[config.mk]
export PLATFORM = sky130hd
export DESIGN_NAME = shift_pipe_n
export DESIGN_NICKNAME = d
export VERILOG_FILES = /design/src/rtl/shift_pipe_n.sv
export SDC_FILE = /design/constraint.sdc
export NUM_CORES = 1
export LEC_CHECK = 0
export CORE_MARGIN = 2
export CORE_UTILIZATION = 50
export DETAILED_ROUTE_END_ITERATION = 7
export GPL_TIMING_DRIVEN = 0
export MAX_ROUTING_LAYER = met4
export PLACE_DENSITY = 0.76
export SYNTH_ARGS = -nofsm -noshare
export SYNTH_HDL_FRONTEND = slang
export SYNTH_SLANG_ARGS = --single-unit
[constraint.sdc]
create_clock -name clk -period 1.6 [get_ports clk]
set_clock_uncertainty 0.1 [all_clocks]
set_input_delay 0.16 -clock clk [delete_from_list [all_inputs] [get_ports clk]]
set_output_delay 0.16 -clock clk [all_outputs]
set_load 0.005 [all_outputs]
[src/rtl/shift_pipe_n.sv]
// rtl/shift_pipe_n.sv - pipelined logarithmic barrel shifter with valid/ready handshake
// Stage k shifts or rotates by 2**k when amount bit k is set; one register per stage.
module shift_pipe_n #(
  parameter int WIDTH = 8,
  localparam int SHW = $clog2(WIDTH),
  localparam int LATENCY = SHW
) (
  input  logic             clk,
  input  logic             rst,
  input  logic             in_valid,
  output logic             in_ready,
  input  logic [WIDTH-1:0] a,
  input  logic [SHW-1:0]   b,
  input  logic [2:0]       op,
  output logic             o_valid,
  input  logic             o_ready,
  output logic [WIDTH-1:0] o,
  output logic             o_zero
);

  localparam logic [2:0] OP_SLL = 3'd0;
  localparam logic [2:0] OP_SRL = 3'd1;
  localparam logic [2:0] OP_SRA = 3'd2;
  localparam logic [2:0] OP_ROL = 3'd3;
  localparam logic [2:0] OP_ROR = 3'd4;

  logic                            advance;
  logic                            take;
  logic [LATENCY-1:0]              valid_q;
  logic [LATENCY-1:0]              valid_d;
  logic [LATENCY-1:0][WIDTH-1:0]   data_q;
  logic [LATENCY-1:0][WIDTH-1:0]   data_d;
  logic [LATENCY-1:0][2:0]         op_q;
  logic [LATENCY-1:0][SHW-1:0]     amt_q;
  logic [LATENCY-1:0]              sign_q;
  logic                            zero_q;
  logic                            unused_ctrl;

  function automatic logic [WIDTH-1:0] stage_fn(
    input logic [WIDTH-1:0] d,
    input logic [2:0]       mode,
    input logic             sign,
    input logic             en,
    input int               sh
  );
    logic [WIDTH-1:0] r;
    r = d;
    if (en) begin
      case (mode)
        OP_SLL:  r = d << sh;
        OP_SRL:  r = d >> sh;
        // SRA fills from the sign of the original operand, carried down the pipe
        OP_SRA:  r = (d >> sh) | ({WIDTH{sign}} & ~({WIDTH{1'b1}} >> sh));
        OP_ROL:  r = (d << sh) | (d >> (WIDTH - sh));
        OP_ROR:  r = (d >> sh) | (d << (WIDTH - sh));
        default: r = d;
      endcase
    end
    return r;
  endfunction

  assign advance  = !o_valid || o_ready;
  assign in_ready = advance;
  assign take     = in_valid && advance;

  always_comb begin
    valid_d    = '0;
    data_d     = '0;
    valid_d[0] = take;
    data_d[0]  = take ? stage_fn(a, op, a[WIDTH-1], b[0], 1) : '0;
    for (int k = 1; k < LATENCY; k++) begin
      valid_d[k] = valid_q[k-1];
      data_d[k]  = stage_fn(data_q[k-1], op_q[k-1], sign_q[k-1], amt_q[k-1][k], 1 << k);
    end
  end

  always_ff @(posedge clk or posedge rst) begin
    if (rst) begin
      valid_q <= '0;
      data_q  <= '0;
      op_q    <= '0;
      amt_q   <= '0;
      sign_q  <= '0;
      zero_q  <= 1'b0;
    end else if (advance) begin
      valid_q   <= valid_d;
      data_q    <= data_d;
      zero_q    <= valid_d[LATENCY-1] && (data_d[LATENCY-1] == '0);
      op_q[0]   <= take ? op : 3'd0;
      amt_q[0]  <= take ? b : '0;
      sign_q[0] <= take && a[WIDTH-1];
      for (int k = 1; k < LATENCY; k++) begin
        op_q[k]   <= op_q[k-1];
        amt_q[k]  <= amt_q[k-1];
        sign_q[k] <= sign_q[k-1];
      end
    end
  end

  // The last stage's control copies and consumed low amount bits are never read again
  assign unused_ctrl = ^{op_q, amt_q, sign_q};

  assign o_valid = valid_q[LATENCY-1];
  assign o       = data_q[LATENCY-1];
  assign o_zero  = zero_q;

endmodule

==> results_dict.tcl <==
set metrics [dict create \
    synth_warnings 0 \
    yosysSeqAreaShare_pct 41.67 \
    final_cell_mix "nand2_1, dfrtp_1, clkdlybuf4s50_1, buf_4, o21ai_1" \
    viasPerCell 6.096 \
    first_pass_iters 4 \
    start_util_pct 52.70 \
    fillers 335 \
    antenna_cells 0 \
    num_rows 24 \
    grt_pass1_vias 2128 \
    max-vdd-ir-drop_mv 0.8084 \
    drive_gt1_share_pct 23.00 \
    ys_async_sr_fraction_pct 100.0 \
    drc 0 \
    synth_flop_cell "dfrtp_1" \
    slew_violations 0 \
    power_leakage_uw 0.001348 \
    violations "negative setup slack" \
    synth_cell_type_count 51 \
    routabilityCongestion 0.8957 \
    pwr_density_cell_nw_per_um2 1423 \
    grt_pass1_wl_um 9970 \
    start_kind "flip-flop" \
    worst_slack_ns -0.03090 \
    fin_crit_sh_pct 101.9 \
    grt_usage_pct 25.02 \
    routed-via-count 2225 \
    grt-ovfl-total 0 \
    r2r_cells 6 \
    clock.fmax_ghz 0.6132 \
    final_antenna_net_count 0 \
    fp.dieW_um 72.45 \
    grt_antenna_before_repair 0 \
    avgSynthCellArea_um2 8.675 \
    crit_path_max_incr_delay_ns 0.44 \
    max-slew-margin-rel_pct 46.96 \
    syn-num-nets 288 \
    cp_data_arrival_time_ns 1.72 \
    setup_tns_ns -0.06661 \
    wl_um 5861 \
    nets 330 \
    cts_tree "built" \
    final_common_cell "nand2_1" \
    status "finished with violations" \
    min_path_type "in -> reg" \
    required_ns 1.69 \
    wire_per_inst_um 16.06 \
    dieArea_um2 5248 \
    grt_max_degree 40 \
    clk_pin_slew_ns 0.08 \
    cts_root_buffer "clkbuf_8" \
    cts_buffers 5 \
    ys_ff_latch 39 \
    worstSetupPathType "reg -> reg" \
    die_y_um 72.45 \
    h-tree-depth 2 \
    area_growth_pct 29.22 \
    final_util_pct 68.10 \
    cp_max_fo 5 \
    worstMarginPinSlew_ns 0.7944 \
    path_cells "xnor2_2 -> buf_6 -> mux2_4 -> o21ai_2 -> a21oi_1 -> a21o_1" \
    min_period_ns 1.631 \
    grt_setup_unrepaired "yes" \
    cts_buffer_depth 2 \
    io_pins 29 \
    core_um2 4444 \
    clock_latency_ns 0.30 \
    maxCapViolCount 0 \
    whs_path_depth 3 \
    crit_path_end_kind "flip-flop" \
    synthCells 270 \
    syn_area_um2 2342 \
    dp_hpwl_um 3948 \
    cts.sinks 39 \
    hold_viol 0 \
    drt_iter0_markers 207 \
    final-setup-viol-count 4 \
    synth_edf_count 0 \
    port_buffers 26 \
    cpMaxStageDelayCell "dfrtp_1" \
]
==> registers in the layout (all words and copies together) (netlist names) <==
| name | count |
|---|---|
| sign_q | 2 |
| o | 8 |
| o_zero | 1 |
| op_q | 6 |
| valid_q | 3 |
| data_q | 16 |
| amt_q | 3 |
==> final timing paths <==
| kind | from | to | slack, ns |
|---|---|---|---|
| worst max-delay path | op_q[0]$_DFFE_PP0N_ | data_q[13]$_DFFE_PP0N_ | -0.03 |
| worst min-delay path | op[0] | op_q[0]$_DFFE_PP0N_ | 0.06 |
| worst max register to register | op_q[0]$_DFFE_PP0N_ | data_q[13]$_DFFE_PP0N_ | -0.03 |
| worst min register to register | amt_q[2]$_DFFE_PP0N_ | amt_q[2]$_DFFE_PP0N_ | 0.37 |
| max in group asynchronous | rst | op_q[3]$_DFFE_PP0N_ | 0.63 |
| min in group asynchronous | rst | valid_q[2]$_DFFE_PP0N_ | 0.23 |
==> final cells by class <==
class	instances	area, um^2	area share [%]
buffer	26	196.4	6.490
inverter	7	28.78	0.9508
timing repair buffer	36	332.8	11.00
sequential	39	979.7	32.37
clock inverter	3	20.02	0.6614
tap	52	65.06	2.150
clock buffer	5	68.82	2.274
multi-input combinational	197	1335	44.11
==> through the flow <==
step	total power (uW)	hold slack (ns)	worst slack, ns	cells	area [um^2]
CTS	4146	0.05486	-0.04658	361	2929
finish	4308	0.06124	-0.03090	365	3027
floorplan	2638	0.1927	0.05281	270	2350
global route	4598	0.06530	-0.09192	365	3027
detailed placement	3231	0.3470	-0.6446	348	2675
global placement	3174	0.3374	-0.6442	348	2675
==> timing repair <==
item                                    in CTS  in global routing
endpoints found under the setup margin      22                 20
gates resized for setup                     36                 31
hold buffers                                 0                  0
pin swaps                                   13                  2
hold endpoints to repair                     0                  0
buffers inserted                             6                  4
==> synthesized netlist by cell type (6+ instances only) <==
cell / instances / share of area [%]
dfrtp_1: 39 / 42
nand2_1: 44 / 7.1
nand3_1: 9 / 1.9
clkbuf_1: 7 / 1.1
o21ai_0: 11 / 2.4
a21o_1: 10 / 3.2
mux2_1: 10 / 4.8
o21ai_1: 15 / 3.2
buf_2: 9 / 1.9
a21oi_1: 14 / 3.0
nor2_1: 15 / 2.4
inv_1: 6 / 0.96
o22ai_1: 13 / 3.5
buf_4: 8 / 2.6
==> kinds of logic after synthesis <==
family / count (synthesis) / synth area share, %
AOI/OAI and AO/OA: 100 / 28.63
and+or+nand+nor: 83 / 15.44
DFF: 39 / 41.67
buffers and inverters: 34 / 7.532
muxes: 11 / 5.235
xor gates and xnor gates: 2 / 1.069
adders and majority gates: 1 / 0.4274
==> worst max-delay path, delay by kind of cell, from the launching register on <==
| family | cells | cell delay, ns |
|---|---|---|
| muxes | 1 | 0.30 |
| buffers and inverters | 1 | 0.15 |
| AOI/OAI and AO/OA | 3 | 0.36 |
| DFF | 1 | 0.44 |
| xor gates and xnor gates | 1 | 0.16 |
==> metal layers <==
metal | global-route usage, % | wire length [um] | vias to the layer above
li1 | - | - | 1069
met1 | 30.84 | 2462 | 1060
met2 | 40.88 | 2939 | 85
met3 | 4.861 | 354 | 11
met4 | 9.465 | 104 | 0
met5 | - | 0 | -
==> power by group <==
group	switching, uW	total [uW]	internal (uW)	leakage, uW
combinational	906	2000	1090	0.000817
clock	370	673	303	0.0000402
sequential	346	1640	1290	0.000490
total	1620	4310	2690	0.00135
(Power assumes the default switching activity.)
